--- config.mk ---
export PLATFORM = sky130hd
export DESIGN_NAME = uart_tx
export DESIGN_NICKNAME = d
export VERILOG_FILES = /design/src/rtl/uart_pkg.sv /design/src/rtl/uart_tx_fifo.sv /design/src/rtl/uart_tx.sv
export SDC_FILE = /design/constraint.sdc
export NUM_CORES = 1
export LEC_CHECK = 0
export CORE_ASPECT_RATIO = 0.6
export CORE_UTILIZATION = 65
export CTS_BUF_LIST = sky130_fd_sc_hd__clkbuf_4 sky130_fd_sc_hd__clkbuf_8
export CTS_CLUSTER_DIAMETER = 150
export DETAILED_ROUTE_END_ITERATION = 8
export DONT_BUFFER_PORTS = 1
export PLACE_DENSITY = 0.85
export SLEW_MARGIN = 40
export SYNTH_ARGS = -nofsm -noshare
export SYNTH_HDL_FRONTEND = slang
export SYNTH_HIERARCHICAL = 1
export SYNTH_SLANG_ARGS = --single-unit
--- constraint.sdc ---
create_clock -name pclk -period 4.1 [get_ports pclk]
set_input_delay 0 -clock pclk [delete_from_list [all_inputs] [get_ports pclk]]
set_output_delay 0 -clock pclk [all_outputs]
set_load 0.05 [all_outputs]
--- src/rtl/uart_pkg.sv ---
// Shared types and constants for the UART transmit path.
// The parity helper is only referenced when UART_TX_PARITY_EN is defined.
package uart_pkg;

  localparam int OVS_DEFAULT      = 16;
  localparam int DATA_W_DEFAULT   = 8;
  localparam int FRAME_BITS_NOPAR = 10;
  localparam int FRAME_BITS_PAR   = 11;

  typedef enum logic [2:0] {
    IDLE   = 3'd0,
    START  = 3'd1,
    DATA   = 3'd2,
    PARITY = 3'd3,
    STOP   = 3'd4
  } tx_state_t;

  // Even parity of the data word, inverted for odd parity.
  function automatic logic parity_bit(input logic [31:0] data, input logic odd);
    return (^data) ^ odd;
  endfunction

endpackage

--- src/rtl/uart_tx_fifo.sv ---
// Synchronous TX byte FIFO; a write is judged against the current (pre-pop) occupancy.
module uart_tx_fifo #(
  parameter int DATA_W = 8,
  parameter int DEPTH  = 4
) (
  input  logic                     clk,
  input  logic                     rst,
  input  logic                     wr_en,
  input  logic [DATA_W-1:0]        wr_data,
  input  logic                     rd_en,
  output logic [DATA_W-1:0]        rd_data,
  output logic                     full,
  output logic                     empty,
  output logic [$clog2(DEPTH):0]   count,
  output logic [$clog2(DEPTH):0]   count_next
);

  localparam int AW = $clog2(DEPTH);
  localparam int CW = AW + 1;

  logic [DATA_W-1:0] mem_r [DEPTH];
  logic [AW-1:0]     wr_ptr_r;
  logic [AW-1:0]     rd_ptr_r;
  logic [CW-1:0]     count_r;
  logic              wr_ok_s;
  logic              rd_ok_s;

  assign full    = (count_r == CW'(DEPTH));
  assign empty   = (count_r == {CW{1'b0}});
  assign wr_ok_s = wr_en && !full;
  assign rd_ok_s = rd_en && !empty;
  assign rd_data = mem_r[rd_ptr_r];
  assign count   = count_r;

  // Next occupancy; a simultaneous push and pop cancel out.
  always_comb begin
    count_next = count_r;
    case ({wr_ok_s, rd_ok_s})
      2'b10:   count_next = count_r + CW'(1);
      2'b01:   count_next = count_r - CW'(1);
      default: count_next = count_r;
    endcase
  end

  // Pointers and occupancy; pointers wrap because DEPTH is a power of two.
  always_ff @(posedge clk) begin
    if (rst) begin
      wr_ptr_r <= {AW{1'b0}};
      rd_ptr_r <= {AW{1'b0}};
      count_r  <= {CW{1'b0}};
    end else begin
      if (wr_ok_s) wr_ptr_r <= wr_ptr_r + AW'(1);
      if (rd_ok_s) rd_ptr_r <= rd_ptr_r + AW'(1);
      count_r <= count_next;
    end
  end

  // Storage array.
  always_ff @(posedge clk) begin
    if (wr_ok_s) mem_r[wr_ptr_r] <= wr_data;
  end

endmodule

--- src/rtl/uart_tx.sv ---
// 8N1 UART transmitter with TX FIFO, baud/oversample timing and frame FSM.
// Define UART_TX_PARITY_EN to add the par_odd input and a parity bit (11-bit frames).
module uart_tx
  import uart_pkg::*;
#(
  parameter int DATA_W     = DATA_W_DEFAULT,
  parameter int FIFO_DEPTH = 4,
  parameter int OVS        = OVS_DEFAULT
) (
  input  logic                          pclk,
  input  logic                          presetn,
  input  logic [DATA_W-1:0]             baud_val,
  input  logic [DATA_W-1:0]             data_in,
  input  logic                          wr_en,
`ifdef UART_TX_PARITY_EN
  input  logic                          par_odd,
`endif
  output logic                          tx,
  output logic                          tf_TXRDY,
  output logic                          tx_busy,
  output logic                          tx_ovf,
  output logic [$clog2(FIFO_DEPTH):0]   fifo_cnt
);

  localparam int CW = $clog2(FIFO_DEPTH) + 1;
  localparam int TW = $clog2(OVS);
  localparam int IW = $clog2(DATA_W);

  tx_state_t         state_r, state_nx;
  logic [DATA_W-1:0] baud_cnt_r, baud_cnt_nx;
  logic [DATA_W-1:0] baud_lat_r, baud_lat_nx;
  logic [TW-1:0]     tick_cnt_r, tick_cnt_nx;
  logic [IW-1:0]     bit_idx_r, bit_idx_nx;
  logic [DATA_W-1:0] shift_r, shift_nx;
  logic              tx_r, tx_nx;
  logic              txrdy_r, busy_r, ovf_r;
  logic              tick_s, bit_done_s, load_s;
  logic [DATA_W-1:0] fifo_rd_data_s;
  logic              fifo_full_s, fifo_empty_s;
  logic [CW-1:0]     fifo_cnt_s, fifo_cnt_nx;
`ifdef UART_TX_PARITY_EN
  logic              par_bit_r, par_bit_nx;
`endif

  uart_tx_fifo #(.DATA_W(DATA_W), .DEPTH(FIFO_DEPTH)) u_fifo (
    .clk       (pclk),
    .rst       (presetn),
    .wr_en     (wr_en),
    .wr_data   (data_in),
    .rd_en     (load_s),
    .rd_data   (fifo_rd_data_s),
    .full      (fifo_full_s),
    .empty     (fifo_empty_s),
    .count     (fifo_cnt_s),
    .count_next(fifo_cnt_nx)
  );

  // Baud timing, next state, shift register and the next tx level.
  always_comb begin
    state_nx    = state_r;
    baud_cnt_nx = baud_cnt_r;
    baud_lat_nx = baud_lat_r;
    tick_cnt_nx = tick_cnt_r;
    bit_idx_nx  = bit_idx_r;
    shift_nx    = shift_r;
    load_s      = 1'b0;
    tx_nx       = 1'b1;
`ifdef UART_TX_PARITY_EN
    par_bit_nx  = par_bit_r;
`endif
    tick_s      = (baud_cnt_r == baud_lat_r);
    bit_done_s  = tick_s && (tick_cnt_r == TW'(OVS - 1));

    if (state_r == IDLE) begin
      baud_cnt_nx = {DATA_W{1'b0}};
      tick_cnt_nx = {TW{1'b0}};
    end else if (tick_s) begin
      baud_cnt_nx = {DATA_W{1'b0}};
      tick_cnt_nx = bit_done_s ? {TW{1'b0}} : tick_cnt_r + TW'(1);
    end else begin
      baud_cnt_nx = baud_cnt_r + DATA_W'(1);
    end

    case (state_r)
      IDLE: begin
        if (!fifo_empty_s) begin
          load_s   = 1'b1;
          state_nx = START;
        end else begin
          state_nx = IDLE;
        end
      end
      START: begin
        if (bit_done_s) begin
          state_nx   = DATA;
          bit_idx_nx = {IW{1'b0}};
        end else begin
          state_nx = START;
        end
      end
      DATA: begin
        if (bit_done_s) begin
          shift_nx = shift_r >> 1;
          if (bit_idx_r == IW'(DATA_W - 1)) begin
`ifdef UART_TX_PARITY_EN
            state_nx = PARITY;
`else
            state_nx = STOP;
`endif
          end else begin
            bit_idx_nx = bit_idx_r + IW'(1);
          end
        end else begin
          state_nx = DATA;
        end
      end
      PARITY: begin
        if (bit_done_s) state_nx = STOP;
        else            state_nx = PARITY;
      end
      STOP: begin
        // Chain straight into the next start bit when more data is waiting.
        if (bit_done_s) begin
          if (!fifo_empty_s) begin
            load_s   = 1'b1;
            state_nx = START;
          end else begin
            state_nx = IDLE;
          end
        end else begin
          state_nx = STOP;
        end
      end
      default: state_nx = IDLE;
    endcase

    if (load_s) begin
      shift_nx    = fifo_rd_data_s;
      baud_lat_nx = baud_val;
      baud_cnt_nx = {DATA_W{1'b0}};
      tick_cnt_nx = {TW{1'b0}};
`ifdef UART_TX_PARITY_EN
      par_bit_nx  = parity_bit(32'(fifo_rd_data_s), par_odd);
`endif
    end else begin
      shift_nx = shift_nx;
    end

    case (state_nx)
      IDLE:    tx_nx = 1'b1;
      START:   tx_nx = 1'b0;
      DATA:    tx_nx = shift_nx[0];
`ifdef UART_TX_PARITY_EN
      PARITY:  tx_nx = par_bit_nx;
`endif
      STOP:    tx_nx = 1'b1;
      default: tx_nx = 1'b1;
    endcase
  end

  // State, counters and registered status outputs.
  always_ff @(posedge pclk) begin
    if (presetn) begin
      state_r    <= IDLE;
      baud_cnt_r <= {DATA_W{1'b0}};
      baud_lat_r <= {DATA_W{1'b0}};
      tick_cnt_r <= {TW{1'b0}};
      bit_idx_r  <= {IW{1'b0}};
      shift_r    <= {DATA_W{1'b0}};
      tx_r       <= 1'b1;
      txrdy_r    <= 1'b1;
      busy_r     <= 1'b0;
      ovf_r      <= 1'b0;
`ifdef UART_TX_PARITY_EN
      par_bit_r  <= 1'b0;
`endif
    end else begin
      state_r    <= state_nx;
      baud_cnt_r <= baud_cnt_nx;
      baud_lat_r <= baud_lat_nx;
      tick_cnt_r <= tick_cnt_nx;
      bit_idx_r  <= bit_idx_nx;
      shift_r    <= shift_nx;
      tx_r       <= tx_nx;
      txrdy_r    <= (fifo_cnt_nx < CW'(FIFO_DEPTH));
      busy_r     <= (state_nx != IDLE) || (fifo_cnt_nx != {CW{1'b0}});
      ovf_r      <= ovf_r || (wr_en && fifo_full_s);
`ifdef UART_TX_PARITY_EN
      par_bit_r  <= par_bit_nx;
`endif
    end
  end

  assign tx       = tx_r;
  assign tf_TXRDY = txrdy_r;
  assign tx_busy  = busy_r;
  assign tx_ovf   = ovf_r;
  assign fifo_cnt = fifo_cnt_s;

endmodule

After elaboration in Yosys (flattened, before gate mapping)
Memories as Yosys holds them, arrays and structs flattened. A register that Yosys moved wholly into a read port is not among the register bits.
Cells that the tools add are included.
Storage, ports and cells
  register bits: 45
  memories: 1
  bits in writable memories: 32
  output and inout port bits: 7
Memory list
  u_fifo.mem_r: depth 4, bits a word 8, read ports 1, clocked after Yosys merged registers in 1, write ports 1, line uart_tx_fifo.sv:21  | logic [DATA_W-1:0] mem_r [DEPTH];
Operators by class
  order comparisons: 1
  mux-type cells: 24
  reduce and logical (&&, ||, !) cells: 19
  eq/ne operators: 15
  add/subtract/negate cells: 7
Operators with widths (count)
  8-bit 2-to-1 mux: 3
  3-bit 2-to-1 mux: 7
  3-bit one-hot mux with 5 select lines: 1
  3-bit one-hot mux with 2 select lines: 2
  3-bit by 2-bit equality test with 1-bit output (second input constant): 3
  3-bit equality test (second input constant): 3
  8-bit by 1-bit adder with 8-bit output (second input constant): 1
  8-bit equality test: 1
  3-bit by 1-bit adder with 3-bit output (second input constant): 2
  3-bit by 1-bit equality test with 1-bit output (second input constant): 2
  3-bit logical NOT: 2
  2-bit 2-to-1 mux: 3
  2-bit != test (second input constant): 3
  2-bit nonzero test: 3
  3-bit nonzero test: 2
  1-bit 2-to-1 mux: 5
  2-bit by 1-bit adder with 2-bit output (second input constant): 2
  4-bit by 1-bit adder with 4-bit output (second input constant): 1
  4-bit equality test (second input constant): 1
  1-bit logical AND: 4
  4-bit 2-to-1 mux: 1
  1-bit one-hot mux with 2 select lines: 2
  4-bit AND reduction: 1
  4-bit OR reduction: 1
  8 further kinds: 10

Depth between registers and ports, before layout
Gate-level depths: netlist of the first run.
  depth in word-level cells: 9
  mapped depth: 16
  gate-level depth less buffers: 15

Modules after synthesis
The synthesis of the first run kept the hierarchy.
By module, submodules not included
  uart_tx: area an instance 1721.7 um^2, instances 1, seq. area each 760.7 um^2, cells each 193
  uart_tx_fifo: area an instance 1661.6 um^2, instances 1, seq. area each 1141.1 um^2, cells each 97

Least setup slack after synthesis of the first run
No wires, ideal clock.
  path kind: reg-to-reg
  from: register u_fifo.count_r[0] (netlist: u_fifo/count[0])
  to: register busy_r (netlist: tx_busy)
  clock period less this slack: 3344 ps
  arrival time: 3212 ps
  stages on the path, launching flop included: 16
  setup slack: 756 ps
  path through: dfxtp_1 nor3_2 or3_1 a21o_1 inv_2 buf_6 o31ai_2 inv_1 ha_1 inv_1 fa_1 xor2_1 nor2_1 xor2_1 nor4_1 a31oi_1
On the way
  cells in the longest elaborated chain, start to end: 9
  elaborated cells between the ends (all ways): 20
  classes of those cells: add/sub (2); eq/ne (3); mux (7); reduce/logical (8)
RTL lines
  start, declared: line uart_tx_fifo.sv:24  | logic [CW-1:0] count_r;
  start signal, assigned: line uart_tx_fifo.sv:50  | count_r <= {CW{1'b0}};
  start signal, assigned: line uart_tx_fifo.sv:54  | count_r <= count_next;
  3-bit logical NOT (*): line uart_tx_fifo.sv:29  | assign empty = (count_r == {CW{1'b0}});
  net fifo_empty_s: line uart_tx.sv:39  | logic fifo_full_s, fifo_empty_s;
  1-bit 2-to-1 mux (*): line uart_tx.sv:86, uart_tx.sv:124
  1-bit 2-to-1 mux: line uart_tx.sv:123  | if (bit_done_s) begin
  1-bit one-hot mux with 2 select lines (*): line uart_tx.sv:84  | case (state_r)
  net load_s: line uart_tx.sv:37  | logic tick_s, bit_done_s, load_s;
  1-bit logical AND (*): line uart_tx_fifo.sv:31  | assign rd_ok_s = rd_en && !empty;
  net u_fifo.rd_ok_s: line uart_tx_fifo.sv:26  | logic rd_ok_s;
  2-bit by 1-bit equality test with 1-bit output / 2-bit equality test (equally long branches): line uart_tx_fifo.sv:38  | case ({wr_ok_s, rd_ok_s})
  3-bit one-hot mux with 2 select lines (*): line uart_tx_fifo.sv:38
  net fifo_cnt_nx[2]: line uart_tx.sv:40  | logic [CW-1:0] fifo_cnt_s, fifo_cnt_nx;
  3-bit nonzero test (*): line uart_tx.sv:186  | busy_r <= (state_nx != IDLE) || (fifo_cnt_nx != {CW{1'b0}});
  1-bit logical OR (*): line uart_tx.sv:186
  end signal, assigned: line uart_tx.sv:186
  end, declared: line uart_tx.sv:36  | logic txrdy_r, busy_r, ovf_r;
The timed path passes the listed nets; every way through them passes the cells marked *.
A chain may end at the register's enable or synchronous reset.

Worst setup path in the final report of the first run
  from: register baud_cnt_r[4]
  to: register busy_r (netlist: tx_busy)
On the way
  cells in the longest elaborated chain, start to end: 9
  elaborated cells between the ends (all ways): 16
  classes of those cells: eq/ne (3); mux (8); reduce/logical (5)
RTL lines
  start, declared: line uart_tx.sv:30  | logic [DATA_W-1:0] baud_cnt_r, baud_cnt_nx;
  start signal, assigned: line uart_tx.sv:165  | baud_cnt_r <= {DATA_W{1'b0}};
  start signal, assigned: line uart_tx.sv:179  | baud_cnt_r <= baud_cnt_nx;
  8-bit equality test (*): line uart_tx.sv:71  | tick_s = (baud_cnt_r == baud_lat_r);
  1-bit logical AND (*): line uart_tx.sv:72  | bit_done_s = tick_s && (tick_cnt_r == TW'(OVS - 1));
  1-bit 2-to-1 mux (*): line uart_tx.sv:123
  1-bit one-hot mux with 2 select lines (*): line uart_tx.sv:84
  1-bit logical AND (*): line uart_tx_fifo.sv:31
  net u_fifo.rd_ok_s: line uart_tx_fifo.sv:26
  2-bit by 1-bit equality test with 1-bit output / 2-bit equality test (equally long branches): line uart_tx_fifo.sv:38
  3-bit one-hot mux with 2 select lines (*): line uart_tx_fifo.sv:38
  net fifo_cnt_nx[2]: line uart_tx.sv:40
  3-bit nonzero test (*): line uart_tx.sv:186
  1-bit logical OR (*): line uart_tx.sv:186
Marks and branches as above.

==> results of run 1 <==
placed cells by master, fill, tap and decap left out, types with 2 or more instances in the layout:
cell            n
nand3_1         7
a211oi_1        6
mux4_2          8
dfxtp_1        47
nor3b_1         2
nor3_1          4
clkinv_2        2
or3_1           5
or2_2           2
nand2_1        23
bufinv_16       2
clkbuf_8        9
inv_6           2
ha_1            9
xor2_1         15
nor2_1         29
a21oi_1        18
buf_4           4
nand2b_1        6
edfxtp_1       32
inv_1          11
a31oi_1         2
dlygate4sd3_1  20
xnor2_1         4
mux2_2          2
a22o_1          2
and3_1          2
mux2i_1        10
nor2b_1         4
o21ai_0         3
and2_1          6
final timing paths:
check,endpoint,slack [ps],cells past startpoint
max,tx_busy$_SDFF_PP0_,300,15
min,baud_lat_r[6]$_SDFFE_PP0P_,350,3
max reg2reg,tx_busy$_SDFF_PP0_,300,15
min reg2reg,baud_lat_r[2]$_SDFFE_PP0P_,470,2
stage by stage:
stage	setup WS (ps)	hold slack (ps)	power, mW	instances
floorplan	756	98.9	1.61	290
global placement	847	73.2	1.71	345
detailed placement	623	77.5	1.74	345
CTS	425	333	2.41	382
global route	145	335	2.53	382
finish	301	347	2.43	382
cell families (layout without fill, tap and decap cells):
logic type / Yosys count / in the layout / share of synthesized area (%)
buffers and inverters: 24 / 53 / 3.40
xor gates and xnor gates: 19 / 19 / 4.92
muxes: 21 / 21 / 9.28
adders and majority gates: 10 / 10 / 3.92
AOI/OAI and AO/OA: 37 / 37 / 6.92
DFF: 79 / 79 / 56.2
and+or+nand+nor: 100 / 100 / 15.3
registers in the layout, indices dropped and copies added (netlist names), named ones only:
signal           cells
tx_ovf               1
u_fifo/mem_r        32
tx_busy              1
tx                   1
tick_cnt_r           4
u_fifo/count         3
shift_r              8
u_fifo/wr_ptr_r      2
state_r              3
baud_lat_r           8
u_fifo/rd_ptr_r      2
bit_idx_r            3
baud_cnt_r           8
tf_TXRDY             1
per-layer routing:
metal / track usage, % / part of all wire [%] / up-vias
met5: 0 / 0 / -
li1: - / - / 1072
met4: 11.9 / 2.8 / 0
met3: 9.84 / 6.6 / 24
met2: 45.2 / 46 / 118
met1: 38.8 / 44 / 1136
power groups by stage:
stage | Combinational, mW | Sequential (mW) | Clock [mW]
4_1_cts | 0.698 | 1.08 | 0.636
6_report | 0.718 | 1.08 | 0.631
5_1_grt | 0.775 | 1.09 | 0.670
2_1_floorplan | 0.505 | 1.10 | 0
3_3_place_gp | 0.622 | 1.09 | 0
3_5_place_dp | 0.650 | 1.09 | 0
area by class of cell:
type	count	share of cell area (%)
multi-input cells	187	35.4
flip-flops and latches	79	49.3
repair buffers	25	6.48
clock inverters	7	2.46
well taps	63	2.04
clock buffers	9	3.21
inverters	12	1.17
critical path, stage by stage, from the launching register on:
cell and delay, ps:
dfxtp_1 420, xor2_1 150, nor4_4 380, nand4_1 340, a21o_1 300, inv_2 250
o31ai_2 150, inv_1 110, ha_1 200, inv_1 60, fa_1 380, xor2_1 160
nor2_1 170, xor2_1 120, nor4_1 360, a31oi_1 130
==> key figures, run 1 <==
Placed design
  – Placed Area: 0.00342 mm^2
  – HPWL Detailed: 4.48 mm
  – Final GP Congestion: 0.801
  – IO Port Bufs: 0

Yosys
  – Top cells by area, synth: edfxtp_1 28%, dfxtp_1 28%, mux4_2 5.3%, xor2_1 3.9%, ha_1 3.3%
  – Mapped Avg Cell Area: 11.7 um^2
  – Count leader, synth: dfxtp_1
  – Syn nets: 319
  – Most used DFF post-synth: dfxtp_1
  – Synthesized flop and latch total: 79
  – Synth top cells by count: 47 x dfxtp_1, 32 x edfxtp_1, 29 x nor2_1, 23 x nand2_1, 18 x a21oi_1
  – Yosys warns: 6
  – Synth async-reset ratio: 0%
  – Post-Synthesis Cells: 290
  – Count of cell types in the netlist: 48
  – Top cell type's share of synthesized area: 28.4%
  – Leading area contributor after synthesis: edfxtp_1
  – Post-synthesis sequential area ratio: 56.2%
  – Mapped cell area: 0.00338 mm^2
  – Post-synth EDFFs: 32

Timing
  – Clock skew: 3.83 ps
  – Final-report max-slew violation count: 0
  – Fin crit period: 3800 ps
  – Fmax: 263 MHz
  – Final Hold Viols: 0
  – Endpoints failing setup: 0
  – Setup TNS: 0 ps
  – RSZ-0062 raised after global routing: false
  – Worst slew pin tran: 588 ps
  – Final period util: 92.7%
  – Max_slew headroom: 60.8%

CTS
  – Clk sinks: 79
  – CTS root buf: clkbuf_8
  – Clk buf depth: 2
  – Clock latency on the worst-skew pair: 350 ps
  – H-tree depth: 3
  – Post_cts resized: 0
  – CTS Hold Buffers Added: 21
  – Clock slew at reported path FFs: 80 ps
  – Setup Fix Bufs, Post-CTS: 0
  – Num CTS Buffers: 9
  – CTS tree: yes

Global routing
  – Grt total ovfl: 0
  – Total GRT Usage: 29.4%
  – First-pass GRT wire length: 11.6 mm
  – Initial antenna violation count: 0
  – Vias in the first global route: 2309
  – Largest net degree at the start of global routing: 36

Hold path
  – Min-delay src: baud_val[6]
  – Tightest Hold Check Type: in -> reg

Drt
  – DRT antenna net count: 0
  – Vias per cell: 6.15
  – Routed WL: 7.34 mm
  – Detailed Routing Iterations Pass 1: 5
  – Via count: 2350
  – Routed wire per std cell: 19.2 um
  – DRC: 0
  – Initial DRC Count: 251

Final layout
  – Layout area overhead: 14.1%
  – Fillers: 265
  – Final #Nets: 343
  – Layout cells sized above 1: 12.5%
  – FF/Latch Area: 0.00190 mm^2
  – Multi-input logic area: 0.00137 mm^2
  – Util after Layout: 80.8%
  – Post-route cell area: 0.00386 mm^2
  – Diode count: 0

Floorplan
  – I/O pins: 26
  – Initial Utilization: 70.8%
  – Die H: 57.9 um
  – Core Area: 0.00478 mm^2
  – DIE AREA: 0.00551 mm^2
  – # rows: 19
  – Die Wd: 95.1 um

Power
  – Logic pwr share: 29.5%
  – Power Density: 629 mW/mm^2
  – Net Sw Frac: 36.0%
  – P_leak: 1.45 nW
  – Maximum VDD drop: 523 uV
  – Sequential power share: 44.5%
  – P_sw: 875 uW
  – Internal power consumption: 1.56 mW
  – Clock power share: 26.0%

Flow run
  – MaxCap Viol Count: 0

Run status
  – Status: finished clean

Worst setup path
  – Setup CP Type: reg -> reg
  – Worst r2r src: baud_cnt_r[4]$_SDFF_PP0_
  – CP startpoint kind: flop
  – Required @ worst endpoint: 4330 ps
  – Worst setup EP type: flop
  – Critical path fanouts, max: 14
  – Crit. Startpoint: baud_cnt_r[4]$_SDFF_PP0_
  – CP arrival: 4030 ps
(Power assumes the default switching activity.)
==> inputs of run 2 (changes only) <==
- CORE_UTILIZATION: 65 -> 30
- PLACE_DENSITY: 0.85 -> 0.48
==> key figures, run 2 (synthesis gave the netlist of run 1 again) <==
Run status
  – Status: finished with violations
  – Violated checks: design-rule violations

Drt
  – Detailed Routing Iterations Pass 1: 8
  – DRC: 1
  – Routed WL: 6.52 mm
  – DRT antenna net count: 0
  – Routed wire per std cell: 14.2 um
  – Vias per cell: 4.53
  – Initial DRC Count: 111
  – Via count: 2084

Final layout
  – Layout cells sized above 1: 12.1%
  – Final #Nets: 345
  – Diode count: 0
  – Fillers: 1043
  – Max reg flops: 32
  – Most common cell after layout, fill and taps aside: dfxtp_1
  – Finished Layout Cells: 460
  – Layout area overhead: 16.3%
  – Top reg by flops: u_fifo/mem_r
  – Most frequent cells in the layout: 47 x dfxtp_1, 32 x edfxtp_1, 29 x nor2_1

CTS
  – CTS Hold Buffers Added: 23
  – Post_cts resized: 0
  – Num CTS Buffers: 9
  – Clock slew at reported path FFs: 80 ps
  – Setup Fix Bufs, Post-CTS: 0
  – Clock latency on the worst-skew pair: 350 ps
  – Clk sinks: 79
  – Clk buf depth: 2
  – CTS root buf: clkbuf_8
  – H-tree depth: 3
  – CTS tree: yes

Worst setup path
  – Critical path fanouts, max: 14
  – Slowest CP cell: fa_1
  – Setup CP Type: reg -> reg
  – Worst path bufs/invs: 3
  – CP arrival: 3690 ps
  – Crit-path max cell delay: 370 ps
  – Family with the most delay on the worst path: simple AND/OR/NAND/NOR gates
  – Most used cell, CP: xor2_1
  – CP startpoint kind: flop
  – Crit path cell chain: xor2_1, nor4_4, nand4_1, a21o_1, inv_2, o31ai_2, inv_1, ha_1, inv_1, fa_1, xor2_1, nor2_1, xor2_1, nor4_1, a31oi_1
  – Worst setup EP type: flop
  – Required @ worst endpoint: 4330 ps

Power
  – Power Density: 581 mW/mm^2
  – Maximum VDD drop: 346 uV
  – Final Power: 2.29 mW
  – P_leak: 1.44 nW

Global routing
  – Vias in the first global route: 2007
  – Met3 Use GR: 4.85%
  – Initial antenna violation count: 0
  – First-pass GRT wire length: 10.7 mm
  – Busiest grt layer: met1
  – Grt total ovfl: 0
  – GR Util met2: 15.2%
  – Total GRT Usage: 12.1%
  – Largest net degree at the start of global routing: 36
  – Met1 usage: 18.3%

Flow run
  – MaxCap Viol Count: 0

Placed design
  – IO Port Bufs: 0
  – Placed insts: 421
  – HPWL Detailed: 4.42 mm
  – Final GP Congestion: 0.730

Floorplan
  – # rows: 29
  – Die Wd: 139 um
  – I/O pins: 26
  – DIE AREA: 0.0117 mm^2
  – Initial Utilization: 31.4%
  – Die H: 84.3 um
  – Core Area: 0.0108 mm^2

Hold path
  – Tightest Hold Check Type: in -> reg

Timing
  – Clock skew: 6.40 ps
  – Worst slew pin tran: 547 ps
  – Fmax: 289 MHz
  – Setup TNS: 0 ps
  – Final period util: 84.5%
  – Fin crit period: 3460 ps
  – Endpoints failing setup: 0
  – Max_slew headroom: 63.5%
  – RSZ-0062 raised after global routing: false
  – Final-report max-slew violation count: 0
  – Final Hold Viols: 0
==> run 2: area by class of cell <==
class	count	area [um^2]	share of cell area, %
Clock buffer	10	131	3.34
Clock inverter	6	45.0	1.15
Inverter	12	45.0	1.15
Multi-Input combinational cell	187	1370	34.7
Sequential cell	79	1900	48.3
Tap cell	139	174	4.42
Timing Repair Buffer	27	270	6.87
==> run 2: metrics by stage <==
step           setup WS [ps]  cell area [um^2]  util (%)  hold slack [ps]
2_1_floorplan            756              3380         -             98.9
3_3_place_gp             753              3520      32.6             72.8
3_5_place_dp             663              3520      32.6             74.0
4_1_cts                  633              3930      36.5              328
5_1_grt                  298              3930      36.5              339
6_report                 636              3930      36.5              344
==> run 2: worst min-delay path, cell delays in order <==
cell and delay (ps):
dlygate4sd3_1 540, nand2_1 60, a21oi_1 50
==> run 2: routing by layer <==
layer / part of all wire, % / up-vias
li1: - / 1074
met2: 37 / 41
met5: 0 / -
met1: 57 / 962
met3: 5.4 / 7
met4: 1.0 / 0
==> run 2: path summary, 6_finish.rpt <==
| path | slack (ps) | to | cells after the start | from |
|---|---|---|---|---|
| max | 640 | tx_busy$_SDFF_PP0_ | 15 | baud_cnt_r[4]$_SDFF_PP0_ |
| min | 340 | baud_lat_r[5]$_SDFFE_PP0P_ | 3 | baud_val[5] |
| max reg2reg | 640 | tx_busy$_SDFF_PP0_ | 15 | baud_cnt_r[4]$_SDFF_PP0_ |
| min reg2reg | 480 | baud_lat_r[2]$_SDFFE_PP0P_ | 2 | baud_lat_r[2]$_SDFFE_PP0P_ |
==> run 2: power by group <==
part / total [mW] / internal [mW] / switching [mW]
Sequential: 1.07 / 0.944 / 0.130
Clock: 0.523 / 0.230 / 0.294
Combinational: 0.690 / 0.275 / 0.415
==> inputs of run 3 (changes only) <==
- clock period: 4.1 -> 3.2 ns (I/O delays scaled with it)
==> key figures, run 3 (synthesis gave the netlist of run 1 again) <==
Run status
  – Status: finished with violations
  – Violated checks: design-rule violations

Hold path
  – Tightest Hold Check Type: in -> reg
  – Hold depth: 3
  – Hold path endpoint: baud_lat_r[0]$_SDFFE_PP0P_
  – Min-delay src: baud_val[0]

Final layout
  – Most common cell after layout, fill and taps aside: dfxtp_1
  – Most frequent cells in the layout: 40 x dfxtp_1, 32 x edfxtp_1, 29 x nor2_1
  – Max reg flops: 32
  – Layout cells sized above 1: 17.8%
  – Diode count: 0
  – Fillers: 1066
  – Top reg by flops: u_fifo/mem_r
  – Layout area overhead: 18.3%
  – Final #Nets: 349

CTS
  – Clk sinks: 79
  – H-tree depth: 3
  – CTS tree: yes
  – Clock slew at reported path FFs: 80 ps
  – Num CTS Buffers: 9
  – Clk buf depth: 2
  – CTS root buf: clkbuf_8
  – Clock latency on the worst-skew pair: 360 ps

Global routing
  – Grt total ovfl: 0
  – Vias in the first global route: 2192
  – First-pass GRT wire length: 11.2 mm
  – Initial antenna violation count: 0
  – Total GRT Usage: 12.6%
  – Largest net degree at the start of global routing: 36

Timing
  – Final Hold Viols: 0
  – Final period util: 92.4%
  – RSZ-0062 raised after global routing: false
  – Clock skew: 11.9 ps
  – Max_slew headroom: 63.3%
  – Fmax: 338 MHz
  – Worst slew pin tran: 550 ps
  – Final-report max-slew violation count: 0
  – Setup TNS: 0 ps
  – Fin crit period: 2960 ps
  – Endpoints failing setup: 0

Worst setup path
  – CP startpoint kind: flop
  – R2R setup slack: 240 ps
  – Required @ worst endpoint: 3480 ps
  – Worst r2r src: baud_lat_r[7]$_SDFFE_PP0P_
  – Worst reg-to-reg path cell count: 15
  – Worst setup EP type: flop
  – Crit. Startpoint: baud_lat_r[7]$_SDFFE_PP0P_
  – CP arrival: 3230 ps
  – Reg-to-reg critical path endpoint: tx_busy$_SDFF_PP0_
  – Critical path fanouts, max: 3
  – Setup CP Type: reg -> reg

Drt
  – Routed wire per std cell: 14.2 um
  – Detailed Routing Iterations Pass 1: 8
  – Met1 Wirelength: 3.69 mm
  – Met3 wire len: 320 um
  – DR WL met2: 2.51 mm
  – Via count: 2116
  – Vias per cell: 4.56
  – DRT antenna net count: 0
  – Max Used Layer: met4
  – DRC: 1
  – Routed WL: 6.60 mm
  – Initial DRC Count: 100

Power
  – P_leak: 1.45 nW
  – Power Density: 752 mW/mm^2
  – Maximum VDD drop: 320 uV
  – Final Power: 3.01 mW

Placed design
  – HPWL Detailed: 4.54 mm
  – Final GP Congestion: 0.754
  – IO Port Bufs: 0

Floorplan
  – DIE AREA: 0.0117 mm^2
  – Die H: 84.3 um
  – Initial Utilization: 31.4%
  – Die Wd: 139 um
  – I/O pins: 26
  – Core Area: 0.0108 mm^2
  – # rows: 29

Flow run
  – MaxCap Viol Count: 0
-- run 3: final cells by class --
class | count | area, um^2 | area share, %
clock buffer | 9 | 124 | 3.09
clock inverter | 7 | 57.6 | 1.44
inverter | 12 | 45.0 | 1.13
multi-input combinational | 187 | 1400 | 34.9
sequential | 79 | 1910 | 47.8
tap | 139 | 174 | 4.35
timing repair buffer | 31 | 293 | 7.31
-- run 3: stage by stage --
| step | hold WS (ps) | cell area, um^2 | instances | util, % | setup WS (ps) |
|---|---|---|---|---|---|
| final | 326 | 4000 | 464 | 37.1 | 244 |
| after global routing | 320 | 4000 | 464 | 37.1 | 54.4 |
| after CTS | 307 | 3950 | 461 | 36.6 | 81.9 |
| after detailed placement | 71.9 | 3540 | 424 | 32.9 | 144 |
| after global placement | 73.4 | 3540 | 424 | 32.9 | 210 |
| after floorplan | 98.9 | 3390 | 290 | - | 104 |
-- run 3: what timing repair did --
action,CTS,global route
endpoints found under the setup margin,0,2
hold buffers,21,0
hold endpoints to repair,71,0
setup buffers,0,4
gates resized for setup,0,10
-- run 3: worst max-delay path by stage --
| stage | to | slack [ps] | cells after the start |
|---|---|---|---|
| 2_1_floorplan | tx_busy$_SDFF_PP0_ | 100 | 16 |
| 3_3_place_gp | tx_busy$_SDFF_PP0_ | 210 | 15 |
| 3_5_place_dp | tx_busy$_SDFF_PP0_ | 140 | 15 |
| 4_1_cts | u_fifo/count[1]$_SDFF_PP0_ | 80 | 13 |
| 6_report | tx_busy$_SDFF_PP0_ | 240 | 15 |
| 5_1_grt | tx_busy$_SDFF_PP0_ | 50 | 15 |
-- run 3: per-layer routing --
layer / GRT usage [%] / vias up
met3: 4.91 / 9
met1: 18.2 / 986
met2: 16.9 / 36
met4: 4.55 / 0
met5: 0 / -
li1: - / 1085
-- run 3: worst max-delay path: stages (launching register included) --
cell	delay, ps
dfxtp_2	340
xor2_2	180
nor4_4	360
nand4_1	160
a21o_1	210
inv_2	70
o31ai_2	70
inv_1	110
ha_4	140
inv_1	40
fa_1	370
xor2_1	150
nor2_1	160
xor2_1	250
nor4_1	80
a31oi_1	190
-- run 3: where the power goes --
| part | internal, mW | total, mW | leakage (nW) | switching, mW |
|---|---|---|---|---|
| registers | 1.22 | 1.39 | 0.680 | 0.170 |
| logic | 0.395 | 0.943 | 0.692 | 0.548 |
| clock network | 0.289 | 0.681 | 0.0824 | 0.392 |
| total | 1.90 | 3.01 | 1.45 | 1.11 |
